--- src/rtl/sha256_pkg.sv ---
// Shared types, sizing constants and sigma helpers for the SHA-256 message schedule.
// Both sigma functions use fixed bit-slice rotations so they reduce to pure wiring plus XOR.
package sha256_pkg;

  localparam int ROUNDS   = 64;
  localparam int WORDS_IN = 16;

  typedef enum logic [1:0] {
    ST_IDLE   = 2'd0,
    ST_LOAD   = 2'd1,
    ST_EXPAND = 2'd2,
    ST_DONE   = 2'd3
  } state_e;

  // ROTR7 ^ ROTR18 ^ SHR3
  function automatic logic [31:0] sigma0(input logic [31:0] x);
    return {x[6:0], x[31:7]} ^ {x[17:0], x[31:18]} ^ {3'b000, x[31:3]};
  endfunction

  // ROTR17 ^ ROTR19 ^ SHR10
  function automatic logic [31:0] sigma1(input logic [31:0] x);
    return {x[16:0], x[31:17]} ^ {x[18:0], x[31:19]} ^ {10'b00_0000_0000, x[31:10]};
  endfunction

endpackage

--- src/rtl/adder_32b_param.sv ---
// Plain ripple/inferred adder with carry in and carry out.
// Width is a parameter; the carry out is the bit above the sum.
module adder_32b_param #(
  parameter int WIDTH = 32
) (
  input  logic [WIDTH-1:0] i_a,
  input  logic [WIDTH-1:0] i_b,
  input  logic             i_carry,
  output logic [WIDTH-1:0] o_sum,
  output logic             o_carry
);

  // Extend every operand by one bit so the carry lands in the top bit
  assign {o_carry, o_sum} = {1'b0, i_a} + {1'b0, i_b} + {{WIDTH{1'b0}}, i_carry};

endmodule

--- src/rtl/sha256_msg_schedule.sv ---
// SHA-256 message schedule: loads 16 message words into a 16-slot sliding window,
// then streams W[0..63] with valid/ready handshaking, expanding new words on each transfer.
module sha256_msg_schedule #(
  parameter int ROUNDS   = 64,
  parameter int WORDS_IN = 16
) (
  input  logic        i_clk,
  input  logic        i_rst_n,
  input  logic        i_start,
  input  logic        i_word_valid,
  input  logic [31:0] i_word,
  output logic        o_word_ready,
  output logic        o_w_valid,
  input  logic        i_w_ready,
  output logic [31:0] o_w,
  output logic [5:0]  o_round,
  output logic        o_busy,
  output logic        o_done
);

  import sha256_pkg::*;

  state_e             state_r;
  state_e             state_next_s;
  logic [15:0][31:0]  win_r;
  logic [5:0]         t_r;
  logic [3:0]         load_cnt_r;
  logic               load_fire_s;
  logic               xfer_s;
  logic               word_ready_r;
  logic               w_valid_r;
  logic               busy_r;
  logic               done_r;

  logic [31:0]        s0_s;
  logic [31:0]        s1_s;
  logic [31:0]        sum_a_s;
  logic [31:0]        sum_b_s;
  logic [31:0]        w_new_s;
  logic [31:0]        shift_in_s;
  logic [2:0]         carry_unused_s;

  assign s0_s = sigma0(win_r[1]);
  assign s1_s = sigma1(win_r[14]);

  adder_32b_param #(.WIDTH(32)) u_add_s1_w9 (
    .i_a     (s1_s),
    .i_b     (win_r[9]),
    .i_carry (1'b0),
    .o_sum   (sum_a_s),
    .o_carry (carry_unused_s[0])
  );

  adder_32b_param #(.WIDTH(32)) u_add_s0_w0 (
    .i_a     (s0_s),
    .i_b     (win_r[0]),
    .i_carry (1'b0),
    .o_sum   (sum_b_s),
    .o_carry (carry_unused_s[1])
  );

  adder_32b_param #(.WIDTH(32)) u_add_final (
    .i_a     (sum_a_s),
    .i_b     (sum_b_s),
    .i_carry (1'b0),
    .o_sum   (w_new_s),
    .o_carry (carry_unused_s[2])
  );

  // Next-state decode plus the load/transfer strobes
  always_comb begin
    state_next_s = state_r;
    load_fire_s  = 1'b0;
    xfer_s       = 1'b0;
    case (state_r)
      ST_IDLE: begin
        if (i_start) begin
          state_next_s = ST_LOAD;
        end else begin
          state_next_s = ST_IDLE;
        end
      end
      ST_LOAD: begin
        if (i_word_valid) begin
          load_fire_s = 1'b1;
          if (load_cnt_r == 4'(WORDS_IN - 1)) begin
            state_next_s = ST_EXPAND;
          end else begin
            state_next_s = ST_LOAD;
          end
        end else begin
          state_next_s = ST_LOAD;
        end
      end
      ST_EXPAND: begin
        if (i_w_ready) begin
          xfer_s = 1'b1;
          if (t_r == 6'(ROUNDS - 1)) begin
            state_next_s = ST_DONE;
          end else begin
            state_next_s = ST_EXPAND;
          end
        end else begin
          state_next_s = ST_EXPAND;
        end
      end
      ST_DONE: begin
        state_next_s = ST_IDLE;
      end
      default: begin
        state_next_s = ST_IDLE;
      end
    endcase
  end

  // Slot 15 takes the incoming message word while loading, the expanded word otherwise
  always_comb begin
    shift_in_s = 32'h0000_0000;
    if (load_fire_s) begin
      shift_in_s = i_word;
    end else begin
      shift_in_s = w_new_s;
    end
  end

  // State register and output flags, registered from the next state so they align with it
  always_ff @(posedge i_clk) begin
    if (!i_rst_n) begin
      state_r      <= ST_IDLE;
      word_ready_r <= 1'b0;
      w_valid_r    <= 1'b0;
      busy_r       <= 1'b0;
      done_r       <= 1'b0;
    end else begin
      state_r      <= state_next_s;
      word_ready_r <= (state_next_s == ST_LOAD);
      w_valid_r    <= (state_next_s == ST_EXPAND);
      busy_r       <= (state_next_s == ST_LOAD) || (state_next_s == ST_EXPAND);
      done_r       <= (state_next_s == ST_DONE);
    end
  end

  // Sliding window: shift down one slot per accepted load word or per transfer
  always_ff @(posedge i_clk) begin
    if (!i_rst_n) begin
      win_r <= '0;
    end else if (load_fire_s || xfer_s) begin
      win_r <= {shift_in_s, win_r[15:1]};
    end
  end

  // Load count and round index; t is held at zero until expansion starts
  always_ff @(posedge i_clk) begin
    if (!i_rst_n) begin
      load_cnt_r <= 4'd0;
      t_r        <= 6'd0;
    end else begin
      if (state_r == ST_IDLE) begin
        load_cnt_r <= 4'd0;
      end else if (load_fire_s) begin
        load_cnt_r <= load_cnt_r + 4'd1;
      end
      if (state_r == ST_IDLE || state_r == ST_LOAD) begin
        t_r <= 6'd0;
      end else if (xfer_s) begin
        t_r <= t_r + 6'd1;
      end
    end
  end

  assign o_word_ready = word_ready_r;
  assign o_w_valid    = w_valid_r;
  assign o_busy       = busy_r;
  assign o_done       = done_r;
  assign o_w          = win_r[0];
  assign o_round      = t_r;

endmodule

--- config.mk ---
export PLATFORM = sky130hd
export DESIGN_NAME = sha256_msg_schedule
export DESIGN_NICKNAME = d
export VERILOG_FILES = /design/src/rtl/sha256_pkg.sv /design/src/rtl/adder_32b_param.sv /design/src/rtl/sha256_msg_schedule.sv
export SDC_FILE = /design/constraint.sdc
export NUM_CORES = 1
export LEC_CHECK = 0
export CAP_MARGIN = 15
export CELL_PAD_IN_SITES_DETAIL_PLACEMENT = 0
export CELL_PAD_IN_SITES_GLOBAL_PLACEMENT = 1
export CORE_AREA = 5 5 325 199
export CTS_CLUSTER_SIZE = 30
export DETAILED_ROUTE_END_ITERATION = 10
export DIE_AREA = 0 0 330 204
export GPL_TIMING_DRIVEN = 0
export HOLD_SLACK_MARGIN = 0.06
export PLACE_DENSITY_LB_ADDON = 0.1
export SYNTH_ARGS = -nofsm -noshare
export SYNTH_HDL_FRONTEND = slang
export SYNTH_SLANG_ARGS = --single-unit
export TNS_END_PERCENT = 50
--- constraint.sdc ---
create_clock -name i_clk -period 4.3 [get_ports i_clk]
set_input_delay 0.86 -clock i_clk [delete_from_list [all_inputs] [get_ports i_clk]]
set_output_delay 0.86 -clock i_clk [all_outputs]
set_load 0.005 [all_outputs]
==> results.sh <==
export IMPL_hold_depth=2
export IMPL_chipWidth_microns=330
export IMPL_grt_util_all_layers=0.2366
export IMPL_cts_made_buffers=52
export IMPL_htree_depth=2
export IMPL_synth_ff_latch_count=528
export IMPL_antenna_found_initial=3
export IMPL_post_route_setup_tns_ns=0
export IMPL_grt_max_degree=15
export IMPL_crit_type="flop to flop"
export IMPL_syn_nets=3022
export IMPL_filler_cell_count=6151
export IMPL_cell_count_of_the_worst_reg_to_reg_path=13
export IMPL_count_of_nets_left_with_antenna_violations_after_detail_routing=0
export IMPL_cell_count_after_synthesis=2887
export IMPL_critical_path_peak_fanout=6
export IMPL_tcrit_tclk_final=0.9825
export IMPL_root_buffer="sky130_fd_sc_hd__clkbuf_16"
export IMPL_finalCoreUtilization=0.4549
export IMPL_die_height_microns=204
export IMPL_ys_types=65
export IMPL_final_net_count=3144
export IMPL_drcViolationCount=0
export IMPL_power_internal_uw=7864
export IMPL_floorplan_initialDensity=0.3934
export IMPL_worstPathRequired_ns=4.78
export IMPL_via_count=19525
export IMPL_seqPwrFrac=0.479
export IMPL_arrival_ns=4.71
export IMPL_number_of_max_capacitance_violations_reported=0
export IMPL_synthArstFlopShare=0
export IMPL_setup_repair_after_global_routing_missed_its_margin="yes"
export IMPL_floorplan_die_area_sq_um=67320
export IMPL_power_frac_clock=0.468
export IMPL_p_per_area_nw_per_um2=367.2
export IMPL_ctsLongestPathBuffers=3
export IMPL_hold_path_class="flop to flop"
export IMPL_final_hold_violation_count=0
export IMPL_placeableCoreArea_sq_um=61740
export IMPL_switching_share=0.2376
export IMPL_switching_power_uw=2450
export IMPL_place_detailed_instances=3804
export IMPL_place_hpwl_microns=63890
export IMPL_relSlewSlack=0.4324
export IMPL_cts_tree="done"
export IMPL_post_route_min_period_ns=4.225
export IMPL_synth_cell_area_sq_um=24290
export IMPL_area_growth_synth_to_final_pct=15.66
export IMPL_clock_skew_ns=0.03190
export IMPL_setup_viol_count_final=0
export IMPL_final_seq_area_sq_um=10600
export IMPL_drt_iter0_drc=1468
export IMPL_multi_input_comb_area_sq_um=12150
export IMPL_routed_wirelength_microns=80340
export IMPL_synth_edf_count=0
export IMPL_start_kind="flop"
export IMPL_wire_length_of_the_first_global_routing_pass_microns=119500
export IMPL_portBuffers=77
export IMPL_fp_row_count=71
export IMPL_worst_r2r_setup_slack_ns=0.08
export IMPL_dr_pass1_iters=5
export IMPL_synthesis_yosys_warnings=0
export IMPL_post_drt_wl_per_cell_microns=20.65
export IMPL_routed_via_density=5.018
export IMPL_cts_num_sinks=528
export IMPL_fin_cells=3891
export IMPL_average_instance_area_after_synthesis_sq_um=8.412
export IMPL_maxSlewViolCount=0
export IMPL_num_antenna_cells=0
export IMPL_outcome="completed"
export IMPL_path_clk_slew_ns=0.07
export IMPL_place_congestion=0.9494
export IMPL_first_global_vias=19201
export IMPL_post_route_cells_drive_above_1_share=0.09404
export IMPL_max_vdd_ir_drop_uv=262.8
export IMPL_comb_power_share=0.053
export IMPL_insertion_delay_ns=0.64
export IMPL_total_leakage_power_uw=0.009848
export IMPL_synth_yosys_seq_area_share=0.4352
export IMPL_endpoint_kind="flop"
export IMPL_max_freq_mhz=236.7
export IMPL_tightest_slew_ns=0.8513
export IMPL_synthFlopType="sky130_fd_sc_hd__dfxtp_1"
export IMPL_grt_overflow_total=0
export IMPL_ports_placed_on_the_boundary=79
[cells in the final DEF (no fill, tap or decap), types with 5 or more instances in the layout]
master	synthesis	layout
sky130_fd_sc_hd__a21boi_0	476	476
sky130_fd_sc_hd__a21boi_1	7	7
sky130_fd_sc_hd__a21o_1	11	11
sky130_fd_sc_hd__a21oi_1	58	55
sky130_fd_sc_hd__and2_1	10	10
sky130_fd_sc_hd__buf_2	92	92
sky130_fd_sc_hd__buf_4	45	53
sky130_fd_sc_hd__clkbuf_1	107	102
sky130_fd_sc_hd__clkbuf_16	0	53
sky130_fd_sc_hd__clkbuf_8	0	14
sky130_fd_sc_hd__clkdlybuf4s50_1	0	77
sky130_fd_sc_hd__clkinv_2	0	8
sky130_fd_sc_hd__dfxtp_1	528	512
sky130_fd_sc_hd__dfxtp_2	0	13
sky130_fd_sc_hd__fa_1	62	61
sky130_fd_sc_hd__ha_1	36	34
sky130_fd_sc_hd__inv_1	133	133
sky130_fd_sc_hd__nand2_1	1007	1007
sky130_fd_sc_hd__nand3_1	11	11
sky130_fd_sc_hd__nand4_1	11	11
sky130_fd_sc_hd__nor2_1	19	17
sky130_fd_sc_hd__nor2b_1	5	5
sky130_fd_sc_hd__o211a_1	9	9
sky130_fd_sc_hd__o211ai_1	6	6
sky130_fd_sc_hd__o21a_1	5	5
sky130_fd_sc_hd__o21ai_0	23	22
sky130_fd_sc_hd__o221ai_1	18	18
sky130_fd_sc_hd__xnor2_1	87	83
sky130_fd_sc_hd__xor2_1	65	61
[layout make-up]
class / instances / area share
Clock inverter: 17 / 0.007929
Buffer: 230 / 0.04125
Clock buffer: 80 / 0.05582
Multi-Input combinational cell: 1978 / 0.4324
Sequential cell: 528 / 0.3773
Timing Repair Buffer: 86 / 0.03011
Tap cell: 839 / 0.03737
Inverter: 133 / 0.01777
[routing by layer]
layer  global-route usage  up-vias  routed length, microns
met2               0.3079      506                   29150
li1                     -     9477                       -
met4              0.04217        0                    1171
met5                    0        -                       0
met3              0.06117       79                    6920
met1               0.3861     9463                   43100
[timing repair]
action                                  in CTS  in global routing
pin swaps                                    2                 12
hold buffers                                 0                  0
endpoints found under the setup margin      12                 17
resized for setup                           16                 30
buffers inserted                             2                  6
[cells by family after synthesis]
kind of cell    count (synthesis)  synth area share
mux                             3          0.001237
compound gates                643            0.1946
fa+ha+maj                      98           0.06965
buf+inv                       381           0.07105
flops                         528            0.4352
xor+xnor                      152           0.05482
simple gates                 1082            0.1734
[state kept, by name, indices dropped and copies added, names as in the netlist]
signal,cells
o_round,6
win_r,480
o_w,32
load_cnt_r,4
o_word_ready,1
state_r,2
o_done,1
o_busy,1
o_w_valid,1
[critical path: stages (launching register included)]
cell                       delay [ns]
sky130_fd_sc_hd__dfxtp_1         0.54
sky130_fd_sc_hd__xor2_1          0.15
sky130_fd_sc_hd__xnor2_1         0.32
sky130_fd_sc_hd__fa_1            0.51
sky130_fd_sc_hd__fa_1            0.55
sky130_fd_sc_hd__inv_1           0.05
sky130_fd_sc_hd__ha_1            0.38
sky130_fd_sc_hd__a21oi_1         0.09
sky130_fd_sc_hd__o21ai_0         0.44
sky130_fd_sc_hd__a21boi_0        0.22
sky130_fd_sc_hd__a31o_2          0.34
sky130_fd_sc_hd__o31ai_2         0.22
sky130_fd_sc_hd__xnor2_1         0.17
sky130_fd_sc_hd__a21oi_1         0.09
[Yosys cell counts, types with 11 or more instances]
cell                          n  area share
sky130_fd_sc_hd__a21oi_1     58       0.012
sky130_fd_sc_hd__xor2_1      65       0.023
sky130_fd_sc_hd__nand2_1   1007        0.16
sky130_fd_sc_hd__buf_2       92       0.019
sky130_fd_sc_hd__o221ai_1    18      0.0065
sky130_fd_sc_hd__a21o_1      11      0.0034
sky130_fd_sc_hd__inv_1      133       0.021
sky130_fd_sc_hd__nand4_1     11      0.0028
sky130_fd_sc_hd__xnor2_1     87       0.031
sky130_fd_sc_hd__clkbuf_1   107       0.017
sky130_fd_sc_hd__nand3_1     11      0.0023
sky130_fd_sc_hd__fa_1        62       0.051
sky130_fd_sc_hd__ha_1        36       0.019
sky130_fd_sc_hd__a21boi_0   476        0.15
sky130_fd_sc_hd__nor2_1      19      0.0029
sky130_fd_sc_hd__dfxtp_1    528        0.44
sky130_fd_sc_hd__buf_4       45       0.014
sky130_fd_sc_hd__o21ai_0     23      0.0047
[worst paths after layout]
kind	end	start
max	win_r[510]	win_r[57]
min	win_r[127]	win_r[159]
max reg2reg	win_r[510]	win_r[57]
min reg2reg	win_r[127]	win_r[159]
[power by group through the flow]
stage               registers [uW]  logic (uW)  clock network [uW]
finish                        4950         546                4820
global route                  4940         597                5170
CTS                           4940         545                4950
detailed placement            5060         543                   0
global placement              5050         534                   0
floorplan                     5040         343                   0
[through the flow]
| stage | hold slack [ns] | power, uW | cell area (sq um) | setup slack (ns) |
|---|---|---|---|---|
| after floorplan | 0.4310 | 5383 | 24290 | 0.3746 |
| after detailed placement | 0.4499 | 5598 | 26120 | -0.3964 |
| after global routing | 0.4753 | 10710 | 28090 | -0.02214 |
| after CTS | 0.4541 | 10440 | 27940 | 0.0007363 |
| final | 0.4535 | 10310 | 28090 | 0.07545 |
| after global placement | 0.4451 | 5588 | 26110 | -0.3984 |
Note: power is estimated with default switching activity, not from simulation.
